## config.mk

```make
export PLATFORM = sky130hd
export DESIGN_NAME = alu_share_arbiter
export DESIGN_NICKNAME = d
export VERILOG_FILES = /design/src/rtl/alu_arb_pkg.sv /design/src/rtl/rr_arbiter2.sv /design/src/rtl/alu_share_arbiter.sv
export SDC_FILE = /design/constraint.sdc
export NUM_CORES = 1
export LEC_CHECK = 0
export ABC_AREA = 1
export CAP_MARGIN = 20
export CORE_AREA = 2 2 129 131
export DETAILED_ROUTE_END_ITERATION = 16
export DIE_AREA = 0 0 131 133
export DONT_BUFFER_PORTS = 1
export MAX_ROUTING_LAYER = met4
export PLACE_DENSITY = 0.53
export RECOVER_POWER = 25
export SYNTH_ARGS = -nofsm -noshare
export SYNTH_HDL_FRONTEND = slang
export SYNTH_HIERARCHICAL = 1
export SYNTH_SLANG_ARGS = --single-unit
export TNS_END_PERCENT = 100
```

## constraint.sdc

```tcl
create_clock -name clock -period 2.31 [get_ports clock]
set_input_delay 0.462 -clock clock [delete_from_list [all_inputs] [get_ports clock]]
set_output_delay 0.462 -clock clock [all_outputs]
set_load 0.02 [all_outputs]
```

## src/rtl/alu_arb_pkg.sv

```systemverilog
// Shared definitions for the ALU share arbiter: FSM state encoding, ALU opcode map
// and the opcode legality helper.
package alu_arb_pkg;

   localparam logic [1:0] ST_IDLE = 2'd0;
   localparam logic [1:0] ST_EXEC = 2'd1;
   localparam logic [1:0] ST_RESP = 2'd2;

   typedef enum logic [1:0] {
      S_IDLE = ST_IDLE,
      S_EXEC = ST_EXEC,
      S_RESP = ST_RESP
   } state_t;

   localparam logic [4:0] OP_ADD = 5'd0;
   localparam logic [4:0] OP_SUB = 5'd1;
   localparam logic [4:0] OP_AND = 5'd2;
   localparam logic [4:0] OP_OR  = 5'd3;
   localparam logic [4:0] OP_SLL = 5'd4;
   localparam logic [4:0] OP_SRA = 5'd5;
   localparam int         MAX_OP = 5;

   function automatic logic is_illegal(input logic [31:0] opcode, input logic [31:0] max_op);
      return (opcode > max_op);
   endfunction

endpackage

```

## src/rtl/rr_arbiter2.sv

```systemverilog
// Two-way round-robin grant: a lone requester always wins, a contended cycle goes to
// the requester that did not win last time.
module rr_arbiter2 (
   input  logic [1:0] valid,
   input  logic       last_grant,
   output logic       grant_valid,
   output logic       grant_id
);

   // Grant selection from the current request vector and the previous winner.
   always_comb begin
      grant_valid = |valid;
      grant_id    = 1'b0;
      case (valid)
         2'b01:   grant_id = 1'b0;
         2'b10:   grant_id = 1'b1;
         2'b11:   grant_id = ~last_grant;
         default: grant_id = 1'b0;
      endcase
   end

endmodule

```

## src/rtl/alu_share_arbiter.sv

```systemverilog
// alu_share_arbiter: shares one external ALU between the execute stage (req0) and the
// branch/address unit (req1). Define ALU_ARB_FLAGS_EN to return the ALU ne/lt flags.
module alu_share_arbiter
   import alu_arb_pkg::*;
#(
   parameter int W      = 32,
   parameter int OPW    = 5,
   parameter int MAX_OP = alu_arb_pkg::MAX_OP
) (
   input  logic           clock,
   input  logic           reset,
   input  logic           req0_valid,
   output logic           req0_ready,
   input  logic [W-1:0]   req0_opA,
   input  logic [W-1:0]   req0_opB,
   input  logic [OPW-1:0] req0_opcode,
   input  logic [4:0]     req0_shamt,
   input  logic           req1_valid,
   output logic           req1_ready,
   input  logic [W-1:0]   req1_opA,
   input  logic [W-1:0]   req1_opB,
   input  logic [OPW-1:0] req1_opcode,
   input  logic [4:0]     req1_shamt,
   output logic           rsp0_valid,
   input  logic           rsp0_ready,
   output logic [W-1:0]   rsp0_result,
   output logic           rsp0_ne,
   output logic           rsp0_lt,
   output logic           rsp0_illegal,
   output logic           rsp1_valid,
   input  logic           rsp1_ready,
   output logic [W-1:0]   rsp1_result,
   output logic           rsp1_ne,
   output logic           rsp1_lt,
   output logic           rsp1_illegal,
   output logic [W-1:0]   alu_opA,
   output logic [W-1:0]   alu_opB,
   output logic [OPW-1:0] alu_opcode,
   output logic [4:0]     alu_shamt,
   input  logic [W-1:0]   alu_result,
   input  logic           alu_ne,
   input  logic           alu_lt
);

   state_t         state_r, state_s;
   logic           last_grant_r, id_r;
   logic           grant_valid_s, grant_id_s;
   logic           accept_s, pop_s, illegal_s;
   logic [W-1:0]   opa_r, opb_r, rsp_result_r;
   logic [OPW-1:0] opcode_r;
   logic [4:0]     shamt_r;
   logic           rsp_illegal_r;
   logic           rsp_ne_s, rsp_lt_s;
   logic           rsp0_valid_s, rsp1_valid_s;

   rr_arbiter2 u_rr (
      .valid       ({req1_valid, req0_valid}),
      .last_grant  (last_grant_r),
      .grant_valid (grant_valid_s),
      .grant_id    (grant_id_s)
   );

   // Ready is gated by reset so no handshake can complete while the state is being cleared.
   assign accept_s   = reset && (state_r == S_IDLE) && grant_valid_s;
   assign req0_ready = accept_s && !grant_id_s;
   assign req1_ready = accept_s && grant_id_s;
   assign pop_s      = (state_r == S_RESP) && (id_r ? rsp1_ready : rsp0_ready);
   assign illegal_s  = is_illegal(32'(opcode_r), 32'(MAX_OP));

   // Next-state logic for the IDLE -> EXEC -> RESP cycle.
   always_comb begin
      state_s = state_r;
      case (state_r)
         S_IDLE: if (accept_s) state_s = S_EXEC; else state_s = S_IDLE;
         S_EXEC: state_s = S_RESP;
         S_RESP: if (pop_s) state_s = S_IDLE; else state_s = S_RESP;
         default: state_s = S_IDLE;
      endcase
   end

   // State, grant history, ALU operand latches and response capture.
   always_ff @(posedge clock) begin
      if (!reset) begin
         state_r       <= S_IDLE;
         last_grant_r  <= 1'b1;
         id_r          <= 1'b0;
         opa_r         <= '0;
         opb_r         <= '0;
         opcode_r      <= '0;
         shamt_r       <= 5'd0;
         rsp_result_r  <= '0;
         rsp_illegal_r <= 1'b0;
      end else begin
         state_r <= state_s;
         if (accept_s) begin
            id_r         <= grant_id_s;
            last_grant_r <= grant_id_s;
            opa_r        <= grant_id_s ? req1_opA    : req0_opA;
            opb_r        <= grant_id_s ? req1_opB    : req0_opB;
            opcode_r     <= grant_id_s ? req1_opcode : req0_opcode;
            shamt_r      <= grant_id_s ? req1_shamt  : req0_shamt;
         end
         // An illegal opcode leaves the ALU bus undriven, so its value is never captured.
         if (state_r == S_EXEC) begin
            rsp_result_r  <= illegal_s ? '0 : alu_result;
            rsp_illegal_r <= illegal_s;
         end
      end
   end

`ifdef ALU_ARB_FLAGS_EN
   logic rsp_ne_r, rsp_lt_r;

   // Flag capture shares the EXEC timing of the result register.
   always_ff @(posedge clock) begin
      if (!reset) begin
         rsp_ne_r <= 1'b0;
         rsp_lt_r <= 1'b0;
      end else if (state_r == S_EXEC) begin
         rsp_ne_r <= !illegal_s && alu_ne;
         rsp_lt_r <= !illegal_s && alu_lt;
      end
   end

   assign rsp_ne_s = rsp_ne_r;
   assign rsp_lt_s = rsp_lt_r;
`else
   logic unused_flags_s;
   assign unused_flags_s = alu_ne ^ alu_lt;
   assign rsp_ne_s       = 1'b0;
   assign rsp_lt_s       = 1'b0;
`endif

   assign rsp0_valid_s = (state_r == S_RESP) && !id_r;
   assign rsp1_valid_s = (state_r == S_RESP) && id_r;

   assign rsp0_valid   = rsp0_valid_s;
   assign rsp0_result  = rsp0_valid_s ? rsp_result_r : '0;
   assign rsp0_ne      = rsp0_valid_s && rsp_ne_s;
   assign rsp0_lt      = rsp0_valid_s && rsp_lt_s;
   assign rsp0_illegal = rsp0_valid_s && rsp_illegal_r;

   assign rsp1_valid   = rsp1_valid_s;
   assign rsp1_result  = rsp1_valid_s ? rsp_result_r : '0;
   assign rsp1_ne      = rsp1_valid_s && rsp_ne_s;
   assign rsp1_lt      = rsp1_valid_s && rsp_lt_s;
   assign rsp1_illegal = rsp1_valid_s && rsp_illegal_r;

   assign alu_opA    = opa_r;
   assign alu_opB    = opb_r;
   assign alu_opcode = opcode_r;
   assign alu_shamt  = shamt_r;

endmodule
```

# Yosys cells after proc, flatten, opt, wreduce, memory -nomap -nowiden

Index checks and enable logic that the tools add are counted.

Magnitude comparators: 1
Equality and inequality tests: 4
Multiplexer cells: 12
Bitwise operators: 1
Reductions and logical operators: 13

Operators with widths:

| operator             | count |
|---|---|
| $mux W32             | 5 |
| $mux W5              | 2 |
| $logic_and A1 B1 Y1  | 9 |
| $eq A2 B2 Y1 const B | 3 |
| $pmux W2 S3          | 1 |
| $gt A5 B3 Y1 const B | 1 |
| $eq A2 B1 Y1 const B | 1 |
| $logic_not A1 Y1     | 2 |
| $logic_not A2 Y1     | 1 |
| $mux W1              | 2 |
| $mux W2              | 1 |
| $pmux W1 S2          | 1 |
| $reduce_or A2 Y1     | 1 |
| $not A1 Y1           | 1 |

Register bits after elaboration: 111
Input bits: 188
Output and inout port bits: 148
Word-level logic and storage cells: 40

# Logic depth before layout (Yosys ltp)

Depth in word-level cells: 5
Mapped depth: 10
Mapped depth without buffers: 7

# Cells and area by module

The synthesis kept the hierarchy.

Modules (own cells, without submodules):

| module            | instances | cells each | area an instance (um2) | seq. area each (um2) |
|---|---|---|---|---|
| alu_share_arbiter | 1         | 917        | 5,541.6                | 2,222.1 |
| rr_arbiter2       | 1         | 3          | 15.0                   | 0.0 |

# Worst setup path after synthesis

OpenSTA, ideal clock, no wires.

Path kind: input to output
Start point: input req1_valid
End point: output req1_ready
Arrival: 1.261 ns
Data required time: 1.848 ns
Path slack: 0.587 ns
Stages: 6
Buffers on the path: 2
Cells stage by stage: inv_1 -> a21oi_1 -> clkbuf_2 -> clkbuf_1 -> nand2_1 -> inv_1

Longest elaborated chain between the ends: 3
Elaborated cells between the ends (all ways): 6
Those cells by class: 2 x eq/ne; 1 x mux; 3 x reduce/logical

RTL lines:

| item                    | line                    | source |
|---|---|---|
| from (decl)             | alu_share_arbiter.sv:18 | `input logic req1_valid,` |
| $eq A2 B2 Y1            | rr_arbiter2.sv:14       | `case (valid)` |
| $pmux W1 S2 (*)         | rr_arbiter2.sv:14       |  |
| named net grant_id_s    | alu_share_arbiter.sv:47 | `logic grant_valid_s, grant_id_s;` |
| $logic_and A1 B1 Y1 (*) | alu_share_arbiter.sv:66 | `assign req1_ready = accept_s && grant_id_s;` |
| to (decl)               | alu_share_arbiter.sv:19 | `output logic req1_ready,` |

Mark *: on every way through the listed nets, which the timed path passes. The rest lies on a longest branch.

# Final worst setup path

Start point: register state_r[1]
End point: output req1_ready

Longest elaborated chain between the ends: 4

RTL lines:

| item                             | line                    | source |
|---|---|---|
| from (decl)                      | alu_share_arbiter.sv:45 | `state_t state_r, state_s;` |
| from (signal assigned)           | alu_share_arbiter.sv:94 | `state_r <= state_s;` |
| $logic_not A2 Y1                 | alu_share_arbiter.sv:64 | `assign accept_s = reset && (state_r == S_IDLE) && grant_valid_s;` |
| $logic_and A1 B1 Y1 (2 in a row) | alu_share_arbiter.sv:64 |  |
| $logic_and A1 B1 Y1              | alu_share_arbiter.sv:66 |  |

Every way passes these cells.

==> run_results.csv <==
group,metric,value,unit
power_and_ir_drop,p_int,0.003243,W
worst_hold_path,whs_path_depth,1,
die,chipWidth,131,um
clock_network,cts_setup_buffers,0,
logic_synthesis,synth_area_leaders,"dfxtp_1 (40%), nand2_1 (26%), nor2_1 (14%), a21oi_1 (6.9%), nand3_1 (3.1%)",
logic_synthesis,syn_area,0.005557,mm2
logic_synthesis,synth.distinct_cells,18,
flow_run,drv_cap,0,
route,drc,0,
die,die-height,133,um
power_and_ir_drop,p_clk_share,36.7,%
power_and_ir_drop,p_comb_share,15.6,%
power_and_ir_drop,vdd_drop_max,0.0004576,V
grt,antenna_found_initial,0,
logic_synthesis,yosys.area.top_type_share,39.99,%
logic_synthesis,yosysSeqAreaShare,39.99,%
route,drt-pass1-iter-count,5,
critical_path,crit_arrival,1.66,ns
clock_network,cts_tree,"done",
clock_network,cts.htree.levels,3,
clock_network,cts_root_buffer,"clkbuf_16",
sta,skew,0.01184,ns
clock_network,clkTransAtPathRegs,0.07,ns
logic_synthesis,yosys_register_bits,111,
logic_synthesis,synth_common_cells,"nand2_1 (380), nor2_1 (200), dfxtp_1 (111)",
worst_hold_path,hold_class,"input port to flop",
sta,tns,0,ns
power_and_ir_drop,switching_share,30.57,%
logic_synthesis,ys_async_sr_fraction,0,%
route,detail_route.iter0.violations,269,
sta,period_needed,2.124,ns
place,gp_congestion,0.7871,
layout,fin_util,39.89,%
grt,grt_pass1_vias,4727,
power_and_ir_drop,powerDensity,724.0,mW/mm2
sta,fmax,470.8,MHz
grt,grtUsageTotal,18.49,%
die,ios,336,
logic_synthesis,synth_edf_count,0,
logic_synthesis,avgSynthCellArea,6.040,um2
layout,drive_above_1_share,11.31,%
sta,maxSlewViolCount,0,
clock_network,hold_buffers,0,
layout,antenna_cells,0,
sta,finalHoldViolCount,0,
critical_path,reg2reg_from,"state_r[1]",
critical_path,ff2ff_path_depth,7,
route,via_per_inst,4.549,
route,ant_nets,0,
critical_path,cp-startpoint,"state_r[1]",
sta,finalCritPeriodShare,91.95,%
place,dpl-instance-area,0.006125,mm2
grt,grt_max_degree,76,
layout,final_nets,1138,
layout,syn2layout_area_growth,16.10,%
clock_network,cts_made_buffers,9,
critical_path,criticalPathCategory,"flop to output port",
die,dieArea,0.01742,mm2
route,routed_wirelength,16.31,mm
die,start_util,34.36,%
outcome,outcome,"complete, no violations",
logic_synthesis,synth.most_common_cell,"nand2_1",
die,rows,47,
worst_hold_path,min_from,"reset",
logic_synthesis,synth_top_area_cell,"dfxtp_1",
clock_network,clk_latency,0.35,ns
clock_network,ctsResizeCount,0,
place,place_hpwl,11.60,mm
power_and_ir_drop,power.leakage,2.880,nW
place,port_buffers,0,
layout,final_area,0.006451,mm2
route,vias,5345,
critical_path,cp-end-kind,"output port",
route,wl_per_cell,13.88,um
grt,grt_pass1_wl,24.44,mm
clock_network,cts_num_sinks,111,
clock_network,clk_path_buf_depth,2,
die,core,0.01617,mm2
layout,instances_no_fill,1175,
logic_synthesis,synthesis.instances,920,
sta,rsz0062_at_grt,"false",
critical_path,start_kind,"flop",
critical_path,critPathRequiredTime,1.85,ns
grt,gr-total-overflow,0,
place,placedCellCount,1159,
power_and_ir_drop,seqPwrFrac,47.7,%
sta,setup_violations,0,
power_and_ir_drop,power.switching,0.001428,W
logic_synthesis,ys_warn_count,6,
logic_synthesis,ys.flop_type,"dfxtp_1",
critical_path,path_max_fanout,33,
[state kept, by name, summed over array words and instances (netlist names)]
signal         count
alu_opA           32
alu_opB           32
alu_opcode         5
alu_shamt          5
id_r               1
last_grant_r       1
rsp_illegal_r      1
rsp_result_r      32
state_r            2
[cell type report]
class / count / area, um2
inverter: 44 / 166.4
fill: 1803 / 9721
timing repair buffer: 83 / 660.6
tap: 220 / 275.3
sequential: 111 / 2222
multi-input combinational: 701 / 2800
clock buffer: 10 / 229.0
clock inverter: 6 / 97.59
[kinds of logic after synthesis]
logic type,share of synthesized area (%)
and+or+nand+nor,42.90
AOI/OAI and AO/OA,7.025
buffers and inverters,10.02
other,0.06749
DFF,39.99
[power by group through the flow]
stage / combinational (W) / clock, W / sequential [W]
after floorplan: 0.000616 / 0 / 0.00224
after global placement: 0.000739 / 0 / 0.00227
after detailed placement: 0.000742 / 0 / 0.00227
after CTS: 0.000744 / 0.00177 / 0.00223
after global routing: 0.000842 / 0.00184 / 0.00224
final: 0.000728 / 0.00172 / 0.00223
[metal layers]
metal | GRT usage, % | wire length [um] | vias up
met5 | - | 0 | -
met4 | 6.915 | 379 | 0
met3 | 5.338 | 1451 | 21
met2 | 31.52 | 7893 | 210
met1 | 20.21 | 6589 | 2277
li1 | - | - | 2837
[layout by cell type, fill, tap and decap left out]
master,count
bufinv_16,2
a21oi_1,76
buf_4,80
inv_8,1
clkbuf_1,1
nand2_1,380
nand3_1,34
conb_1,4
inv_2,4
nor2_2,1
or2_1,1
buf_12,3
clkbuf_16,9
nand2_2,2
inv_6,3
dfxtp_1,111
o21ai_0,1
clkinv_2,1
a21oi_4,1
nor2_4,1
nor2_1,200
inv_1,39
[through the flow]
step | hold WS [ns] | setup WS [ns] | total power (W)
CTS | 0.1912 | 0.1326 | 0.004743
detailed placement | 0.4865 | 0.5234 | 0.003016
finish | 0.2099 | 0.1861 | 0.004671
floorplan | 0.4425 | 0.5869 | 0.002858
global route | 0.1895 | 0.07506 | 0.004923
global placement | 0.4898 | 0.5301 | 0.003013
[path summary, 6_finish.rpt]
| path | endpoint | slack, ns |
|---|---|---|
| worst max-delay path | req1_ready | 0.19 |
| worst min-delay path | last_grant_r | 0.21 |
| worst max register to register | alu_opA[18] | 0.63 |
| worst min register to register | id_r | 0.50 |
[worst max-delay path, cell delays in order (launching register included)]
cell	delay, ns
dfxtp_1	0.34
inv_2	0.06
buf_4	0.31
nand2_1	0.15
nor2_4	0.14
nand2_1	0.12
inv_1	0.21
Power figures use the tool's default switching activity.
